**src/rtl/drra_exec_ctrl_if.sv**
```systemverilog
// CSR/DRRA-facing signal bundle for drra_exec_ctrl: configuration, commands,
// per-row call/ret, and status readback. dbg_state mirrors the controller FSM.
interface drra_exec_ctrl_if #(
  parameter int ROWS  = 4,
  parameter int CNT_W = 32
);
  logic [ROWS-1:0]  cfg_row_mask;
  logic [CNT_W-1:0] cfg_timeout;
  logic             start;
  logic             abort;
  logic             irq_clr;
  logic [ROWS-1:0]  ret;
  logic [ROWS-1:0]  call;
  logic             busy;
  logic             done;
  logic             timeout_err;
  logic             aborted;
  logic [ROWS-1:0]  ret_seen;
  logic [CNT_W-1:0] cycle_count;
  logic             irq;
  logic [1:0]       dbg_state;

  // Commands are single-cycle pulses sampled on the rising clock edge; there is
  // no valid/ready backpressure: a pulse not accepted in its cycle is dropped.
  modport master (
    output cfg_row_mask, cfg_timeout, start, abort, irq_clr, ret,
    input  call, busy, done, timeout_err, aborted, ret_seen, cycle_count, irq,
           dbg_state
  );

  modport slave (
    input  cfg_row_mask, cfg_timeout, start, abort, irq_clr, ret,
    output call, busy, done, timeout_err, aborted, ret_seen, cycle_count, irq,
           dbg_state
  );
endinterface

```
**src/rtl/drra_exec_ctrl.sv**
```systemverilog
// DRRA execution controller: launches masked rows, collects ret, counts WAIT cycles.
// Optional watchdog enabled by defining DRRA_EXEC_CTRL_TIMEOUT_EN.
module drra_exec_ctrl #(
  parameter int ROWS  = 4,
  parameter int CNT_W = 32
) (
  input logic             clk,
  input logic             rst,
  drra_exec_ctrl_if.slave bus
);
  typedef enum logic [1:0] {IDLE, CALL, WAIT, DONE} state_t;

  localparam logic [CNT_W-1:0] CNT_ONE = {{(CNT_W-1){1'b0}}, 1'b1};

  state_t           state, state_nxt;
  logic [ROWS-1:0]  mask_q;
  logic [ROWS-1:0]  seen_q;
  logic [ROWS-1:0]  seen_nxt;
  logic [CNT_W-1:0] cnt_q;
  logic [CNT_W-1:0] cnt_inc;
  logic             abt_q;
  logic             irq_q;
  logic             start_ok;
  logic             run_abort;
  logic             complete;
  logic             tmo_hit;
  logic             tmo_err;

`ifdef DRRA_EXEC_CTRL_TIMEOUT_EN
  logic [CNT_W-1:0] tmo_lim_q;
  logic             tmo_q;

  assign tmo_hit = (tmo_lim_q != '0) && (cnt_inc == tmo_lim_q);
  assign tmo_err = tmo_q;

  always_ff @(posedge clk) begin
    if (rst) begin
      tmo_lim_q <= '0;
      tmo_q     <= 1'b0;
    end else if (start_ok) begin
      tmo_lim_q <= bus.cfg_timeout;
      tmo_q     <= 1'b0;
    end else if (state == WAIT && !run_abort && !complete && tmo_hit) begin
      tmo_q <= 1'b1;
    end
  end
`else
  logic cfg_timeout_unused;

  assign cfg_timeout_unused = ^bus.cfg_timeout;
  assign tmo_hit            = 1'b0;
  assign tmo_err            = 1'b0;
`endif

  always_comb begin
    start_ok  = (state == IDLE) && bus.start && (bus.cfg_row_mask != '0);
    run_abort = bus.abort && (state == CALL || state == WAIT);
    seen_nxt  = seen_q | (bus.ret & mask_q);
    // Counter saturates rather than wrapping so a stuck run never looks short.
    cnt_inc   = (&cnt_q) ? cnt_q : cnt_q + CNT_ONE;
    complete  = (seen_nxt == mask_q);
    state_nxt = state;
    case (state)
      IDLE: if (start_ok) state_nxt = CALL;
      CALL: state_nxt = run_abort ? IDLE : WAIT;
      WAIT: begin
        if (run_abort)                 state_nxt = IDLE;
        else if (complete || tmo_hit)  state_nxt = DONE;
      end
      DONE: state_nxt = IDLE;
      default: state_nxt = IDLE;
    endcase
  end

  always_ff @(posedge clk) begin
    if (rst) begin
      state  <= IDLE;
      mask_q <= '0;
      seen_q <= '0;
      cnt_q  <= '0;
      abt_q  <= 1'b0;
      irq_q  <= 1'b0;
    end else begin
      state <= state_nxt;
      if (start_ok) begin
        mask_q <= bus.cfg_row_mask;
        seen_q <= '0;
        cnt_q  <= '0;
        abt_q  <= 1'b0;
      end
      if (state == WAIT && !run_abort) begin
        seen_q <= seen_nxt;
        cnt_q  <= cnt_inc;
      end
      if (run_abort) abt_q <= 1'b1;
      // Setting on DONE entry and during DONE lets a coincident clear lose.
      if (state == DONE || (state == WAIT && state_nxt == DONE)) irq_q <= 1'b1;
      else if (bus.irq_clr)                                       irq_q <= 1'b0;
    end
  end

  assign bus.call        = (state == CALL) ? mask_q : '0;
  assign bus.busy        = (state != IDLE);
  assign bus.done        = (state == DONE);
  assign bus.timeout_err = tmo_err;
  assign bus.aborted     = abt_q;
  assign bus.ret_seen    = seen_q;
  assign bus.cycle_count = cnt_q;
  assign bus.irq         = irq_q;
  assign bus.dbg_state   = state;
endmodule

```
**src/flat_wrapper.sv**
```systemverilog
// flat-port wrapper written by rule: the top's interface ports become plain ports
module drra_exec_ctrl_flat 
#(
  parameter int ROWS  = 4,
  parameter int CNT_W = 32
)
  (clk, rst, bus_cfg_row_mask, bus_cfg_timeout, bus_start, bus_abort, bus_irq_clr, bus_ret, bus_call, bus_busy, bus_done, bus_timeout_err, bus_aborted, bus_ret_seen, bus_cycle_count, bus_irq, bus_dbg_state);
  drra_exec_ctrl_if #(.ROWS(ROWS), .CNT_W(CNT_W)) bus_i ();
  input logic clk;
  input logic rst;
  input wire logic [$bits(bus_i.cfg_row_mask)-1:0] bus_cfg_row_mask;
  input wire logic [$bits(bus_i.cfg_timeout)-1:0] bus_cfg_timeout;
  input wire logic [$bits(bus_i.start)-1:0] bus_start;
  input wire logic [$bits(bus_i.abort)-1:0] bus_abort;
  input wire logic [$bits(bus_i.irq_clr)-1:0] bus_irq_clr;
  input wire logic [$bits(bus_i.ret)-1:0] bus_ret;
  output wire logic [$bits(bus_i.call)-1:0] bus_call;
  output wire logic [$bits(bus_i.busy)-1:0] bus_busy;
  output wire logic [$bits(bus_i.done)-1:0] bus_done;
  output wire logic [$bits(bus_i.timeout_err)-1:0] bus_timeout_err;
  output wire logic [$bits(bus_i.aborted)-1:0] bus_aborted;
  output wire logic [$bits(bus_i.ret_seen)-1:0] bus_ret_seen;
  output wire logic [$bits(bus_i.cycle_count)-1:0] bus_cycle_count;
  output wire logic [$bits(bus_i.irq)-1:0] bus_irq;
  output wire logic [$bits(bus_i.dbg_state)-1:0] bus_dbg_state;
  assign bus_i.cfg_row_mask = bus_cfg_row_mask;
  assign bus_i.cfg_timeout = bus_cfg_timeout;
  assign bus_i.start = bus_start;
  assign bus_i.abort = bus_abort;
  assign bus_i.irq_clr = bus_irq_clr;
  assign bus_i.ret = bus_ret;
  assign bus_call = bus_i.call;
  assign bus_busy = bus_i.busy;
  assign bus_done = bus_i.done;
  assign bus_timeout_err = bus_i.timeout_err;
  assign bus_aborted = bus_i.aborted;
  assign bus_ret_seen = bus_i.ret_seen;
  assign bus_cycle_count = bus_i.cycle_count;
  assign bus_irq = bus_i.irq;
  assign bus_dbg_state = bus_i.dbg_state;
  drra_exec_ctrl #(.ROWS(ROWS), .CNT_W(CNT_W)) u_core (.clk(clk), .rst(rst), .bus(bus_i));
endmodule
```
**config.mk**
```make
export PLATFORM = sky130hd
export DESIGN_NAME = drra_exec_ctrl_flat
export DESIGN_NICKNAME = d
export VERILOG_FILES = /design/src/rtl/drra_exec_ctrl_if.sv /design/src/rtl/drra_exec_ctrl.sv /design/src/flat_wrapper.sv
export SDC_FILE = /design/constraint.sdc
export NUM_CORES = 1
export LEC_CHECK = 0
export BUFFER_PORTS_ARGS = -buffer_cell sky130_fd_sc_hd__buf_2
export CAP_MARGIN = 20
export CORE_MARGIN = 1
export CORE_UTILIZATION = 40
export CTS_BUF_LIST = sky130_fd_sc_hd__clkbuf_2 sky130_fd_sc_hd__clkbuf_4 sky130_fd_sc_hd__clkbuf_8
export CTS_CLUSTER_DIAMETER = 40
export DETAILED_ROUTE_END_ITERATION = 16
export GPL_TIMING_DRIVEN = 0
export HOLD_SLACK_MARGIN = 0.12
export PLACE_DENSITY = 0.73
export SLEW_MARGIN = 20
export SYNTH_ARGS = -nofsm -noshare
export SYNTH_HDL_FRONTEND = slang
export SYNTH_SLANG_ARGS = --single-unit
```
**constraint.sdc**
```tcl
create_clock -name clk -period 2.6 [get_ports clk]
set_input_delay 0.13 -clock clk [delete_from_list [all_inputs] [get_ports clk]]
set_output_delay 0.13 -clock clk [all_outputs]
set_load 0.005 [all_outputs]
```
Yosys cells after proc, flatten, opt, wreduce, memory -nomap -nowiden
Cells that the tools add are included. W data, S select, Z words.

Flip-flop bits (word level): 44. Input port bits: 45. Output and inout port bits: 47.

Add/sub/neg operators: 1. Equal/unequal tests: 6. Mux-type cells: 15. Bitwise gates (word level): 2. Reduce and logical (&&, ||, !) cells: 16.

Operator list (number): $mux W32 (3); $add A32 B1 Y32 const B (1); $reduce_and A32 Y1 (1); $mux W4 (3); $mux W2 (4); $pmux W2 S4 (1); $reduce_bool A2 Y1 (4); $eq A2 B2 Y1 const B (3); $logic_and A1 B1 Y1 (5); $and A4 B4 Y4 (1); $eq A4 B4 Y1 (1); $mux W1 (4); $or A4 B4 Y4 (1); $reduce_bool A4 Y1 (1); $eq A2 B1 Y1 const B (1); $logic_not A2 Y1 (1); $logic_or A1 B1 Y1 (2); $ne A2 B2 Y1 const B (1); $reduce_and A2 Y1 (1); $logic_not A1 Y1 (1).

Depth between registers and ports, before layout
Depth after elaboration: 10. Mapped depth: 9. Depth with buffers taken out: 7.

Worst setup path after synthesis
Ideal clock, no wire load.

Path type: reg2reg. Start point: register u_core.state[0] (netlist: u_core.bus.dbg_state[0]). End point: register u_core.cnt_q[21] (netlist: u_core.bus.cycle_count[21]). Arrival time: 2.236 ns. Required time: 2.485 ns. Slack: 0.250 ns. Stages on the path, launching flop included: 9. Buffers on the path: 1. Path through: dfxtp_1 > inv_1 > ha_1 > a21bo_2 > or3_1 > clkbuf_1 > nor3_1 > nor4_1 > o21a_1.

Word-level cells in the longest chain between the ends: 7. Elaborated cells between the ends (all ways): 13. Classes of those cells: 3 x eq/ne; 1 x mux; 9 x reduce/logical.

Ends and longest elaborated chain: start: declaration (line drra_exec_ctrl.sv:15) `state_t state, state_nxt;`; start signal: assignment (line drra_exec_ctrl.sv:84) `state <= state_nxt;`; $eq A2 B1 Y1 or $eq A2 B2 Y1 (tied branches) (line drra_exec_ctrl.sv:57, drra_exec_ctrl.sv:91); $logic_or A1 B1 Y1 (line drra_exec_ctrl.sv:57) `run_abort = bus.abort && (state == CALL || state == WAIT);`; $logic_and A1 B1 Y1 (line drra_exec_ctrl.sv:57); $logic_not A1 Y1 (line drra_exec_ctrl.sv:91) `if (state == WAIT && !run_abort) begin`; $logic_and A1 B1 Y1 (line drra_exec_ctrl.sv:91); $ne A2 B2 Y1 (no source line) or $reduce_bool A2 Y1 (tied branches); $reduce_and A2 Y1 (no source line); end signal: assignment (line drra_exec_ctrl.sv:93) `cnt_q <= cnt_inc;`; end: declaration (line drra_exec_ctrl.sv:19) `logic [CNT_W-1:0] cnt_q;`.

Parallel ways exist; a longest one is shown, timed or not. A chain may end at the register's enable or synchronous reset.

Worst setup path in the final report
Start point: register u_core.state[0] (netlist: u_core.bus.dbg_state[0]). End point: register u_core.cnt_q[0] (netlist: u_core.bus.cycle_count[0]).

Same word-level chain as after synthesis.

==> results list <==
* Status: complete, no violations
- Path depth of the worst reg2reg path: 7
- VDD sags by at most 0.3281 mV.
* FFs w/ async S/R, synth: 0%
- Worst reg2reg endpoint: u_core.bus.cycle_count[0]
- Setup violations remaining at the end of the flow were counted as 0.
- For this run, the slowest stage of the critical path takes 0.45 ns.
* Vias in the first global route: 2,151
* Non-Filler Cell Area, Final: 0.002972 sq mm
* Launch instance of the worst register-to-register path: u_core.bus.dbg_state[0]
- The library cell used most frequently in the layout, excluding fill and tap cells, is sky130_fd_sc_hd__buf_2.
* Worst setup skew after layout: 0.007283 ns
- Footprint of the multi-input gates: 0.001435 sq mm
* Clk Latency, worst-skew pair: 0.30 ns
- Cell-by-cell trace of the critical path: inv_1 -> ha_1 -> a21bo_2 -> or3_4 -> or4_1 -> a21oi_1 -> mux2_2
- From bottom edge to top edge, the die measures 79.01 microns.
* Reg-to-reg setup timing slack: 0.15 ns
- Fraction of the cycle the final worst path needs: 94.23%
- FF+latch area: 882.1 sq um
- Pin count of the biggest net entering global routing: 14
- Final HPWL from detailed placement: 4469 microns
- In this run the mean area of a mapped cell was 8.097 sq um.
- Slew headroom: 57.22%
- Power consumption: 0.001712 W
- Data on the critical path is required at its endpoint by 2.85 ns.
* Post-synthesis instance area: 0.002372 sq mm
* Sum Neg Setup Slack: 0 ns
- From left edge to right edge, the die measures 79.01 microns.
- The number of nets handed over by synthesis was 344.
- Worst-path fanout max: 6
- In this run the count of I/O pins placed on the die edge is 92.
- Total die area: 0.006243 sq mm
- Layout area overhead: 25.26%
- Counting the fill cells in the layout gives 550.
- Type of destination of the critical path: register
* Final global-route overflow total: 0
* End point of the critical path: u_core.bus.cycle_count[0]
- Commonest cells after routing, fill and taps aside: 59 x sky130_fd_sc_hd__buf_2, 43 x sky130_fd_sc_hd__dfxtp_1, 30 x sky130_fd_sc_hd__a21oi_1
* Placed Area: 0.002753 sq mm
- Post-synth EDFFs: 0
- CTS H-Tree Depth: 2
- Detailed routing inserted a total of 2,523 vias.
- The clock passes through at most 2 buffers.
- The initial antenna violation count was 0.
- Total track usage: 20.05%
- Clock Pin Slew Worst Setup and Hold Paths: 0.08 ns
* Leading register cell type out of synthesis: sky130_fd_sc_hd__dfxtp_1
- The slowest stage of the critical path belongs to the cell sky130_fd_sc_hd__or3_4.
* Quantity of I/O buffers inserted on ports: 58
- First-iteration detailed-routing DRC count: 120
* Total of warnings raised by yosys: 0
* Total Nets Final: 417
- The first global-routing pass estimated 9998 microns of wire.
* DRC violation count after routing: 0
* Layout cells sized above 1: 24.25%
- Counting the buffers created by CTS gives 5.
* Worst Max-Slew Pin Slew: 0.6388 ns
- Worst path arrival time: 2.70 ns
- Final Non-Filler Cells: 439
- Post-DRT Antenna Nets: 0
* Min Tclk post-route: 2.450 ns
- Sink Count: 44
- In this run the power density over the cells is 576.2 mW/mm^2.
- The number of max-slew violations in the final report came to 0.
- Core region area: 0.005608 sq mm
* Synth cell types: 47
- After detailed routing, the average wire length per cell comes to 13.98 microns.
- Antenna diode count: 0
* Critical Path Source Type: register
- Sequential element share of the synthesized area: 37.13%
- The root buffer cell chosen for the clock tree is sky130_fd_sc_hd__clkbuf_8.
- Synth Instances: 293
* Maximum clock frequency: 408.2 MHz
* Source of the critical timing path: u_core.bus.dbg_state[0]
* Number of cells after detailed placement: 423
- The initial utilization of the core area, before any placement, comes to 42.30%.
* Yosys reg bits: 44
- The first detailed-routing pass ran for 4 iterations.
* Type of the tightest min-delay check: input port to register
- Max_cap viols: 0
* CTS tree: yes
- In the routed layout, each cell is associated on average with a via count of 5.747.
* Routed wire length: 6136 microns
* Leakage power summed over all cells: 1.141 nW
- Hold Violations, Final: 0
- Gp weighted congestion: 0.8276
* Site row count: 27
- Kind of critical path: register to register
cells by family (layout without fill, tap and decap cells):
kind of cell | count (synthesis) | count (layout) | synth area share, %
compound gates | 82 | 82 | 21.99
simple gates | 134 | 134 | 32.38
mux | 2 | 2 | 0.8966
flops | 44 | 44 | 37.13
fa+ha+maj | 6 | 6 | 3.164
buf+inv | 23 | 97 | 3.903
other cells | 1 | 1 | 0.1581
xor+xnor | 1 | 1 | 0.3693
per-layer routing:
| metal | up-vias | track usage [%] | share of wire (%) |
|---|---|---|---|
| met5 | - | 0 | 0 |
| met4 | 0 | 5.455 | 0.95 |
| met1 | 1186 | 26.54 | 47 |
| li1 | 1261 | - | - |
| met3 | 7 | 4.023 | 5.1 |
| met2 | 69 | 33.02 | 47 |
repair_timing:
item | CTS | global route
setup endpoints to repair | 27 | 33
hold buffers | 7 | 0
gates resized for setup | 7 | 10
setup buffers | 1 | 1
endpoints found under the hold margin | 7 | 0
pin swaps | 0 | 2
state kept, by name, summed over array words and instances, names as in the netlist:
signal / flops
u_core.mask_q: 4
u_core.bus.cycle_count: 32
u_core.bus.dbg_state: 2
u_core.bus.irq: 1
u_core.bus.ret_seen: 4
u_core.bus.aborted: 1
critical path: cells and delay by family (launching register included):
kind                       cells  cell delay (ns)
DFF                            1             0.42
AOI/OAI and AO/OA              2             0.47
adders and majority gates      1             0.35
and+or+nand+nor                2             0.87
buffers and inverters          1             0.11
muxes                          1             0.17
area by class of cell:
type	count	area share, %
Multi-Input combinational cell	226	48.29
Tap cell	72	3.032
Timing Repair Buffer	67	12.63
Buffer	10	1.726
Clock inverter	2	0.3368
Inverter	12	1.516
Clock buffer	6	2.779
Sequential cell	44	29.68
stage by stage:
step	worst slack, ns	util, %	hold slack, ns
2_1_floorplan	0.2496	-	0.2660
3_3_place_gp	-0.1931	49.09	0.3966
3_5_place_dp	-0.2460	49.09	0.4032
4_1_cts	0.002272	52.57	0.1280
5_1_grt	-0.0001170	52.99	0.1487
6_report	0.1501	52.99	0.1336
where the power goes:
| group | internal (W) | leakage, nW | switching, W |
|---|---|---|---|
| registers | 0.000712 | 0.356 | 0.0000450 |
| clock network | 0.000212 | 0.0510 | 0.000233 |
| logic | 0.000191 | 0.734 | 0.000319 |
worst min-delay path by stage:
stage | end | cells past startpoint | start
finish | u_core.mask_q[0] | 3 | bus_cfg_row_mask[0]
global route | u_core.bus.aborted | 3 | bus_abort
CTS | u_core.mask_q[0] | 3 | bus_cfg_row_mask[0]
detailed placement | u_core.mask_q[3] | 3 | bus_cfg_row_mask[3]
global placement | u_core.mask_q[3] | 3 | bus_cfg_row_mask[3]
floorplan | u_core.mask_q[3] | 2 | bus_cfg_row_mask[3]
cells in the mapped netlist, drive strengths merged (2+ instances only):
| master | number | area (sq um) |
|---|---|---|
| a211oi | 3 | 22.52 |
| a21oi | 30 | 150.1 |
| a22oi | 4 | 30.03 |
| a31oi | 4 | 25.02 |
| and2 | 5 | 31.28 |
| and3 | 3 | 18.77 |
| and4 | 2 | 17.52 |
| buf | 3 | 17.52 |
| clkbuf | 8 | 30.03 |
| dfxtp | 44 | 880.8 |
| ha | 6 | 75.07 |
| inv | 12 | 45.04 |
| nand2 | 25 | 93.84 |
| nand3 | 15 | 75.07 |
| nand4 | 14 | 108.9 |
| nor2 | 19 | 71.32 |
| nor2b | 4 | 25.02 |
| nor3 | 7 | 35.03 |
| nor4 | 5 | 46.29 |
| o211ai | 3 | 22.52 |
| o21ai | 13 | 65.06 |
| o31ai | 15 | 112.6 |
| or3 | 17 | 111.4 |
| or4 | 15 | 112.6 |
Note: power is estimated with default switching activity, not from simulation.
